## config.mk

```make
export PLATFORM = sky130hd
export DESIGN_NAME = upct
export DESIGN_NICKNAME = d
export VERILOG_FILES = /design/src/rtl/core_types_pkg.sv /design/src/rtl/upct_plru.sv /design/src/rtl/upct.sv
export SDC_FILE = /design/constraint.sdc
export NUM_CORES = 1
export LEC_CHECK = 0
export BUFFER_PORTS_ARGS = -buffer_cell sky130_fd_sc_hd__buf_2
export CAP_MARGIN = 40
export CORE_ASPECT_RATIO = 0.6
export CORE_MARGIN = 4
export CORE_UTILIZATION = 50
export CTS_CLUSTER_DIAMETER = 80
export DETAILED_ROUTE_END_ITERATION = 7
export HOLD_SLACK_MARGIN = 0.05
export PLACE_DENSITY_LB_ADDON = 0.1
export SLEW_MARGIN = 20
export SYNTH_ARGS = -nofsm -noshare
export SYNTH_HDL_FRONTEND = slang
export SYNTH_SLANG_ARGS = --single-unit
```

## constraint.sdc

```tcl
create_clock -name CLK -period 11.8 [get_ports CLK]
set_clock_uncertainty 0.15 [all_clocks]
set_input_delay 2.36 -clock CLK [delete_from_list [all_inputs] [get_ports CLK]]
set_output_delay 2.36 -clock CLK [all_outputs]
set_load 0.02 [all_outputs]
```

## src/rtl/core_types_pkg.sv

```systemverilog
// Shared core types for the fetch-stage branch predictor.
// Upper PC Table sizing and the upper-PC type.
package core_types_pkg;

  localparam int UPPER_PC_TABLE_ENTRIES = 8;
  localparam int UPPER_PC_WIDTH = 21;
  localparam int LOG_UPPER_PC_TABLE_ENTRIES =
    $clog2(UPPER_PC_TABLE_ENTRIES);

  typedef logic [UPPER_PC_WIDTH-1:0] upper_PC_t;
  typedef logic [LOG_UPPER_PC_TABLE_ENTRIES-1:0] upct_index_t;

endpackage

```

## src/rtl/upct_plru.sv

```systemverilog
// Tree pseudo-LRU for the Upper PC Table.
// Node bit 0 steers the victim into the left half.
module upct_plru #(
  parameter int ENTRIES = 8,
  localparam int LOG = $clog2(ENTRIES)
) (
  input  logic           clk,
  input  logic           rst,
  input  logic           touch_valid,
  input  logic [LOG-1:0] touch_index,
  output logic [LOG-1:0] victim
);

  logic [ENTRIES-2:0] tree;
  logic [ENTRIES-2:0] tree_next;

  always_comb begin
    int node;
    node = 0;
    victim = '0;
    for (int lvl = 0; lvl < LOG; lvl++) begin
      victim[LOG-1-lvl] = tree[node];
      node = 2 * node + 1 + int'(tree[node]);
    end
  end

  // Point every node on the touched path away from the touched entry.
  always_comb begin
    int node;
    logic b;
    node = 0;
    b = 1'b0;
    tree_next = tree;
    for (int lvl = 0; lvl < LOG; lvl++) begin
      b = touch_index[LOG-1-lvl];
      tree_next[node] = ~b;
      node = 2 * node + 1 + int'(b);
    end
  end

  always_ff @(posedge clk) begin
    if (rst) begin
      tree <= '0;
    end else if (touch_valid) begin
      tree <= tree_next;
    end
  end

endmodule

```

## src/rtl/upct.sv

```systemverilog
// Upper PC Table: CAM encode of upper PCs into BTB indices, indexed decode.
// Define UPCT_WRITE_FORWARD_EN to bypass same-cycle allocations to decode.
module upct
  import core_types_pkg::*;
(
  input  logic        CLK,
  input  logic        RST,
  input  logic        read_valid,
  input  upct_index_t read_index,
  output upper_PC_t   read_upper_PC,
  input  logic        update0_valid,
  input  upper_PC_t   update0_upper_PC,
  output upct_index_t update1_upper_PC_index
);

  localparam int N = UPPER_PC_TABLE_ENTRIES;

  upper_PC_t   entry [N];
  logic [N-1:0] valid;

  logic [N-1:0] hit_vec;
  logic         hit;
  upct_index_t  hit_idx;
  logic         any_free;
  upct_index_t  free_idx;
  upct_index_t  victim;
  upct_index_t  alloc_idx;
  upct_index_t  enc_idx;
  logic         write_en;
  upper_PC_t    rd_data;

  always_comb begin
    hit_vec = '0;
    hit_idx = '0;
    for (int i = 0; i < N; i++) begin
      hit_vec[i] = valid[i] && (entry[i] == update0_upper_PC);
      if (hit_vec[i]) hit_idx = upct_index_t'(i);
    end
    hit = |hit_vec;
  end

  // Walk downward so the lowest-numbered invalid entry wins.
  always_comb begin
    any_free = 1'b0;
    free_idx = '0;
    for (int i = N - 1; i >= 0; i--) begin
      if (!valid[i]) begin
        any_free = 1'b1;
        free_idx = upct_index_t'(i);
      end
    end
  end

  upct_plru #(
    .ENTRIES(N)
  ) u_plru (
    .clk        (CLK),
    .rst        (RST),
    .touch_valid(update0_valid),
    .touch_index(enc_idx),
    .victim     (victim)
  );

  always_comb begin
    alloc_idx = any_free ? free_idx : victim;
    enc_idx = hit ? hit_idx : alloc_idx;
    write_en = update0_valid && !hit;
  end

  always_comb begin
    rd_data = entry[read_index];
`ifdef UPCT_WRITE_FORWARD_EN
    if (write_en && (read_index == alloc_idx)) begin
      rd_data = update0_upper_PC;
    end
`endif
  end

  always_ff @(posedge CLK) begin
    if (RST) begin
      valid <= '0;
      for (int i = 0; i < N; i++) entry[i] <= '0;
      read_upper_PC <= '0;
      update1_upper_PC_index <= '0;
    end else begin
      if (read_valid) read_upper_PC <= rd_data;
      if (update0_valid) update1_upper_PC_index <= enc_idx;
      if (write_en) begin
        entry[alloc_idx] <= update0_upper_PC;
        valid[alloc_idx] <= 1'b1;
      end
    end
  end

endmodule

```

==> results of run 1 <==
area by class of cell:
type / count / area share [%]
inverters: 13 / 0.381
well taps: 315 / 3.08
clock buffers: 28 / 4.39
flip-flops and latches: 207 / 45.5
repair buffers: 66 / 3.09
multi-input cells: 677 / 43.1
diodes: 2 / 0.0391
clock inverters: 9 / 0.411
power groups by stage:
stage / Combinational, mW / Sequential (mW) / Clock (mW)
3_5_place_dp: 0.241 / 0.869 / 0
5_1_grt: 0.259 / 0.857 / 0.667
3_3_place_gp: 0.239 / 0.868 / 0
2_1_floorplan: 0.161 / 0.867 / 0
4_1_cts: 0.242 / 0.854 / 0.634
6_report: 0.245 / 0.854 / 0.627
flip-flops by register name, indices dropped and copies added (netlist names):
signal / flops
u_plru.tree: 7
read_upper_PC: 21
entry: 168
update1_upper_PC_index: 3
valid: 8
path summary, 6_finish.rpt:
check	startpoint	endpoint
setup reg to reg	u_plru.tree[0]	entry[5][16]
setup / recovery	update0_upper_PC[1]	u_plru.tree[0]
hold reg to reg	read_upper_PC[7]	read_upper_PC[7]
hold / removal	read_upper_PC[7]	read_upper_PC[7]
metal layers:
| layer | share of wire [%] | track usage [%] | vias to the layer above |
|---|---|---|---|
| met4 | 2.0 | 4.97 | 0 |
| met5 | 0 | 0 | - |
| met1 | 46 | 41.8 | 4003 |
| li1 | - | - | 3605 |
| met2 | 41 | 37.5 | 418 |
| met3 | 11 | 7.36 | 54 |
logic make-up (layout without fill, tap and decap cells):
group / after synthesis / count (layout) / synth area share, %
other: 0 / 2 / 0
AO/OA/AOI/OAI: 75 / 75 / 4.47
flip-flops: 207 / 207 / 49.0
AND/OR/NAND/NOR: 362 / 362 / 18.5
adder cells (fa/ha/maj): 7 / 7 / 0.737
multiplexers: 66 / 66 / 9.98
buffers and inverters: 99 / 116 / 4.89
XOR/XNOR: 167 / 167 / 12.4
through the flow:
stage | cells | utilization (%) | hold slack [ns]
finish | 1317 | 55.1 | 0.331
floorplan | 983 | - | 0.294
CTS | 1315 | 55.0 | 0.336
global route | 1316 | 55.0 | 0.362
global placement | 1274 | 52.1 | 0.322
detailed placement | 1278 | 52.4 | 0.327
cells in the mapped netlist, types with 5 or more instances:
library cell / number / share of area, %
a211oi_1: 23 / 1.5
mux4_2: 42 / 8.0
a21o_1: 8 / 0.51
and2_1: 154 / 8.1
buf_6: 10 / 0.95
xnor2_1: 100 / 7.4
xor2_1: 66 / 4.9
nor4b_1: 6 / 0.44
buf_4: 33 / 2.1
edfxtp_1: 168 / 42
nor4_1: 31 / 1.6
dfxtp_1: 39 / 6.6
a21oi_1: 7 / 0.29
ha_1: 7 / 0.74
a311oi_1: 5 / 0.37
nand4_1: 50 / 2.6
buf_2: 8 / 0.34
nor3_1: 22 / 0.93
nand2b_1: 8 / 0.42
o21ai_0: 10 / 0.42
inv_1: 10 / 0.32
mux2i_1: 24 / 2.0
nand2_1: 18 / 0.57
nand3_1: 8 / 0.34
nor2_1: 32 / 1.0
clkbuf_1: 28 / 0.88
buf_1: 7 / 0.22
worst max-delay path, stage by stage:
cell and delay [ns]:
buf_2 0.41, xor2_1 0.24, or4_1 0.43, nor4_1 0.50, a22oi_1 0.21, o311a_1 0.22, a21oi_2 0.43, inv_1 0.17
ha_1 0.30, nor2b_1 0.28, o211ai_1 0.17, a31oi_1 0.19, o41ai_1 0.08
==> summary.txt, run 1 <==
Final layout
  • Area grow syn2layout: 7.68%
  • Design Area, Final: 0.0128 mm2
  • Most frequent cells in the layout: edfxtp_1, and2_1, xnor2_1
  • Filler cell count in the final layout: 2,037
  • Flip-flop and latch area: 0.00583 mm2
  • Fraction of layout cells with a size suffix above 1: 16.0%
  • Final #Nets: 1,021
  • Multi-input gate area: 0.00551 mm2
  • Most common cell after layout, fill and taps aside: edfxtp_1

Synthesis
  • Fraction of the yosys area taken by sequential cells: 49.0%
  • Syn_area_per_cell: 12.1 um2
  • Ys Warns: 0
  • Post-Syn Nets: 1,018
  • Synth unique cells: 61
  • Post-synth EDFFs: 168
  • Synth Register Bits: 207
  • Post-synthesis cell count: 983
  • Cell Area, Synth: 0.0119 mm2
  • Asr flop ratio synth: 0%
  • Main synth FF type: edfxtp_1

Timing
  • Setup TNS: 0 ns
  • Tmin final: 5.78 ns
  • Worst rel slew slack: 42.2%
  • Slew Viols, Final: 0
  • Least-Margin Pin Slew: 0.866 ns
  • Setup Viol. Count Final: 0
  • Fin crit share: 49.0%
  • Fin. Hold Viols: 0
  • RSZ-0062 raised after global routing: no
  • PnR worst setup slack: 6.02 ns
  • Max Clk Rate: 173 MHz

Worst setup path
  • Worst Reg-to-Reg Cells: 10
  • Max Fanout on Critical Path: 16
  • WP data arrival: 6.01 ns
  • Critical path required time: 12.03 ns
  • Crit start category: primary input
  • R2r setup slk: 7.09 ns
  • Setup crit end kind: flop
  • Kind of critical path: in -> reg

Place
  • Area after DPL: 0.0122 mm2
  • HPWL Detailed: 26,200 um
  • Port Buffer Count: 51
  • Setup WS pre-CTS: 5.57 ns
  • Gpl congestion: 0.988

Die
  • Core outline area: 0.0232 mm2
  • I/O pins: 52
  • Site row count: 43
  • Die Wd: 207 um
  • Die Y: 127 um
  • Die area: 0.0264 mm2
  • Initial Util: 51.1%

Power
  • Sw Ratio: 27.7%
  • Combinational power share: 14.2%
  • Static Leakage: 4.53 nW
  • P_sw: 0.478 mW
  • Internal: 1.25 mW
  • Power share of the clock group: 36.3%
  • Sequential share of power: 49.5%
  • Pwr Total: 1.73 mW
  • VDD IR-drop max: 85.2 uV
  • Power per cell area: 135 mW/mm2

Clock tree
  • CTS Sinks: 207
  • Clk buf depth: 3
  • Post-CTS Resized: 0
  • CTS tree: done
  • Clock latency on the worst-skew pair: 0.53 ns
  • Maximum level of the CTS H-tree: 1
  • CTS clock-pin slew for the worst setup and hold paths: 0.07 ns
  • Root Driver: clkbuf_16
  • Post-CTS setup buffer count: 0
  • CTS buffer count: 21
  • Count of hold-fix buffers inserted at cts: 0

Routing
  • DRC errors left: 0
  • Drt pass-1 iters: 5
  • Final WL: 35,500 um
  • Vias/cell: 6.14
  • DRT iter0 DRCs: 896
  • Routed vias: 8,080
  • Routed Antenna Nets: 0
  • Mean routed wirelength per cell: 27.0 um

GRT
  • Pin count of the biggest net entering global routing: 43
  • Initial antenna violation count: 1
  • First-pass GRT wire length: 52,500 um
  • Global Route Usage Sum: 26.7%
  • Remaining Overflow, GRT: 0
  • Vias in the first global route: 7,594

Run status
  • Outcome: finished, final reports clean

Hold path
  • Hold Path Class: reg -> reg
  • Hold Path Stages: 2

Job
  • Max Cap Viol: 0
Power figures use the tool's default switching activity.
==> run 2, diff against run 1 <==
- clock period: 11.8 -> 5.54 ns (I/O delays scaled with it)
==> summary.txt, run 2 (synthesized netlist as in run 1, its figures left out) <==
Worst setup path
  • Worst Reg-to-Reg Cells: 10
  • Setup crit end kind: flop
  • Crit start category: primary input
  • WP data arrival: 4.81 ns
  • Kind of critical path: in -> reg
  • Critical path required time: 5.77 ns
  • Max Fanout on Critical Path: 11

GRT
  • Initial antenna violation count: 2
  • Pin count of the biggest net entering global routing: 43
  • Global Route Usage Sum: 31.0%
  • Remaining Overflow, GRT: 0
  • First-pass GRT wire length: 59,400 um
  • Vias in the first global route: 7,885

Timing
  • Max Clk Rate: 219 MHz
  • Worst rel slew slack: 42.6%
  • Slew Viols, Final: 0
  • Tmin final: 4.58 ns
  • Least-Margin Pin Slew: 0.854 ns
  • Setup Viol. Count Final: 0
  • Fin. Hold Viols: 0
  • Fin crit share: 82.6%
  • RSZ-0062 raised after global routing: no
  • Setup TNS: 0 ns

Die
  • Initial Util: 51.1%
  • I/O pins: 52
  • Site row count: 43
  • Die area: 0.0264 mm2
  • Die Wd: 207 um
  • Core outline area: 0.0232 mm2
  • Die Y: 127 um

Routing
  • Drt pass-1 iters: 5
  • DRT iter0 DRCs: 1,272
  • Met3 wire length: 5750 um
  • Met1 wire length: 18,600 um
  • Final WL: 41,100 um
  • Routed Antenna Nets: 0
  • DRC errors left: 0
  • Mean routed wirelength per cell: 30.7 um
  • Met2 Routed Length: 16,100 um
  • Highest Signal Layer: met4
  • Vias/cell: 6.29
  • Routed vias: 8,406

Final layout
  • Core Util, Final: 56.0%
  • Max reg flops: 168
  • Most common cell after layout, fill and taps aside: edfxtp_1
  • Largest registers: entry x168, read_upper_PC x21, valid x8
  • Area grow syn2layout: 9.59%
  • Flip-flop and latch area: 0.00583 mm2
  • Most frequent cells in the layout: edfxtp_1, and2_1, xnor2_1
  • Design Area, Final: 0.0130 mm2
  • Fraction of layout cells with a size suffix above 1: 17.6%
  • Multi-input gate area: 0.00551 mm2
  • Final #Nets: 1,041
  • Filler cell count in the final layout: 1,985
  • Top reg by flops: entry

Hold path
  • Hold Path Stages: 2
  • Hold Path Class: reg -> reg

Clock tree
  • Post-CTS setup buffer count: 0
  • CTS buffer count: 21
  • CTS Sinks: 207
  • Clk buf depth: 3
  • Post-CTS Resized: 0
  • Maximum level of the CTS H-tree: 1
  • Clock latency on the worst-skew pair: 0.53 ns
  • Count of hold-fix buffers inserted at cts: 0
  • CTS tree: done
  • CTS clock-pin slew for the worst setup and hold paths: 0.07 ns
  • Root Driver: clkbuf_16

Place
  • HPWL Detailed: 31,000 um
  • Gpl congestion: 1.03
  • Port Buffer Count: 51
  • Area after DPL: 0.0123 mm2

Power
  • Power per cell area: 299 mW/mm2
  • Pwr Total: 3.89 mW
  • Static Leakage: 4.68 nW
  • VDD IR-drop max: 199 uV

Job
  • Max Cap Viol: 0

Run status
  • Outcome: finished, final reports clean
## run 2: critical path: stages
cell and delay [ns]:
buf_2 0.25, xor2_1 0.48, nor4_1 0.15, nand4_1 0.15, nor3_1 0.08, nor4bb_1 0.62, nand4_2 0.55, nor2_1 0.80
buf_4 0.42, and2_1 0.18
## run 2: cell type report
class,instances,share of cell area [%]
antenna,2,0.0384
sequential,207,44.7
tap,315,3.03
clock buffer,27,4.61
timing repair buffer,86,4.17
inverter,13,0.375
multi-input combinational,677,42.3
clock inverter,10,0.759
## run 2: per-stage QoR
stage	worst slack [ns]	cells	hold WS, ns
finish	0.965	1337	0.331
detailed placement	0.602	1298	0.321
global placement	0.576	1296	0.321
CTS	1.13	1335	0.329
floorplan	0.512	983	0.294
global route	0.877	1335	0.357
## run 2: final timing paths
| kind | from | to | slack, ns |
|---|---|---|---|
| min reg2reg | read_upper_PC[1] | read_upper_PC[1] | 0.33 |
| max reg2reg | u_plru.tree[0] | entry[3][15] | 1.22 |
| min | read_upper_PC[1] | read_upper_PC[1] | 0.33 |
| max | update0_upper_PC[10] | entry[4][8] | 0.96 |
## run 2: power by group
group,internal (mW),switching (mW)
clock network,0.859,0.637
registers,1.76,0.0607
logic,0.194,0.384
## run 2: metal layers
metal,GRT usage (%),vias to the layer above
met5,0,-
met4,3.92,0
met3,9.10,50
met2,42.1,509
met1,50.0,4212
li1,-,3635
==> run 3, diff against run 2 <==
- clock period: 5.54 -> 3.7 ns (I/O delays scaled with it)
==> summary.txt, run 3 (synthesized netlist as in run 1, its figures left out) <==
Final layout
  • Max reg flops: 168
  • Largest registers: entry x168, read_upper_PC x21, valid x8
  • Final #Nets: 1,183
  • Most frequent cells in the layout: edfxtp_1, and2_1, buf_4
  • Fraction of layout cells with a size suffix above 1: 29.2%
  • Multi-input gate area: 0.00565 mm2
  • Flip-flop and latch area: 0.00583 mm2
  • Filler cell count in the final layout: 1,912
  • Layout Cells excl Fill: 1,479
  • Most common cell after layout, fill and taps aside: edfxtp_1
  • Top reg by flops: entry
  • Area grow syn2layout: 22.0%

Routing
  • Final WL: 42,300 um
  • Vias/cell: 6.10
  • Mean routed wirelength per cell: 28.6 um
  • Routed vias: 9,028
  • DRC errors left: 0
  • Drt pass-1 iters: 6
  • DRT iter0 DRCs: 1,314
  • Routed Antenna Nets: 0

Die
  • Die Wd: 207 um
  • Site row count: 43
  • Die Y: 127 um
  • Core outline area: 0.0232 mm2
  • Initial Util: 51.1%
  • Die area: 0.0264 mm2
  • I/O pins: 52

Timing
  • Worst rel slew slack: 43.0%
  • Fin. Hold Viols: 0
  • Setup TNS: 0 ns
  • Fin crit share: 98.8%
  • Least-Margin Pin Slew: 0.854 ns
  • Slew Viols, Final: 0
  • Setup Viol. Count Final: 0
  • Max Clk Rate: 273 MHz
  • PnR worst setup slack: 0.0430 ns
  • Tmin final: 3.66 ns

Place
  • HPWL Detailed: 31,400 um
  • Setup WS pre-CTS: -0.508 ns
  • Port Buffer Count: 51
  • Dpl cells: 1,433
  • Gpl congestion: 0.997

Clock tree
  • CTS buffer count: 22
  • Root Driver: clkbuf_16
  • CTS Sinks: 207
  • Clock latency on the worst-skew pair: 0.53 ns
  • CTS clock-pin slew for the worst setup and hold paths: 0.07 ns
  • CTS tree: done
  • Count of hold-fix buffers inserted at cts: 0
  • Clk buf depth: 3
  • Maximum level of the CTS H-tree: 1

Power
  • Static Leakage: 5.50 nW
  • Pwr Total: 6.10 mW
  • VDD IR-drop max: 279 uV
  • Power per cell area: 420 mW/mm2

Worst setup path
  • Setup crit end kind: flop
  • Kind of critical path: reg -> reg
  • R2r setup slk: 0.04 ns
  • Crit start category: flop
  • WP data arrival: 3.74 ns
  • Max Fanout on Critical Path: 10
  • Critical path required time: 3.79 ns

Run status
  • Outcome: finished, final reports clean

GRT
  • Vias in the first global route: 8,552
  • First-pass GRT wire length: 60,400 um
  • Initial antenna violation count: 1
  • Remaining Overflow, GRT: 0
  • Pin count of the biggest net entering global routing: 43
  • Global Route Usage Sum: 31.4%

Hold path
  • Hold Path Class: reg -> reg

Job
  • Max Cap Viol: 0
[run 3: per-layer routing]
layer	GRT usage, %	wire length (um)	share of wire (%)	vias to the layer above
met2	40.0	15700	37	565
li1	-	-	-	3944
met3	16.5	6790	16	41
met5	0	0	0	-
met4	4.70	592	1.4	0
met1	48.0	19300	46	4478
[run 3: area by class of cell]
type	instances	area share [%]
clock inverter	11	0.958
antenna	1	0.0173
tap	315	2.72
timing repair buffer	225	12.7
sequential	207	40.2
clock buffer	28	4.17
multi-input combinational	679	38.9
inverter	13	0.336
[run 3: final timing paths]
check / from / endpoint / cells after the start
worst max-delay path: u_plru.tree[0] / entry[7][0] / 10
worst min-delay path: read_upper_PC[1] / read_upper_PC[1] / 2
worst max register to register: u_plru.tree[0] / entry[7][0] / 10
worst min register to register: read_upper_PC[1] / read_upper_PC[1] / 2
[run 3: power by group]
group / leakage, nW / switching [mW] / internal (mW)
Combinational: 3.08 / 0.606 / 0.437
Clock: 0.363 / 0.955 / 1.37
Sequential: 2.06 / 0.0978 / 2.63
[run 3: through the flow]
| stage | utilization (%) | hold WS [ns] | cell area (um2) |
|---|---|---|---|
| after detailed placement | 58.4 | 0.321 | 13600 |
| final | 62.4 | 0.330 | 14500 |
| after global placement | 58.3 | 0.319 | 13500 |
| after global routing | 62.4 | 0.351 | 14500 |
| after floorplan | - | 0.294 | 11900 |
| after CTS | 61.7 | 0.333 | 14300 |
[run 3: repair_timing]
| action | 4_1_cts | 5_1_grt |
|---|---|---|
| resized for setup | 3 | 18 |
| cloned | 2 | 3 |
| setup buffers | 0 | 1 |
| endpoints found under the setup margin | 40 | 142 |
| pin swaps | 2 | 5 |
[run 3: worst max-delay path, cell delays in order, from the launching register on]
cell and delay (ns):
dfxtp_2 0.35, mux2i_2 0.23, ha_1 0.28, or3b_2 0.44, a31oi_1 0.19, o311ai_1 0.12
a31o_2 0.27, or4b_4 0.52, buf_6 0.20, o21ai_4 0.37, clkbuf_16 0.26
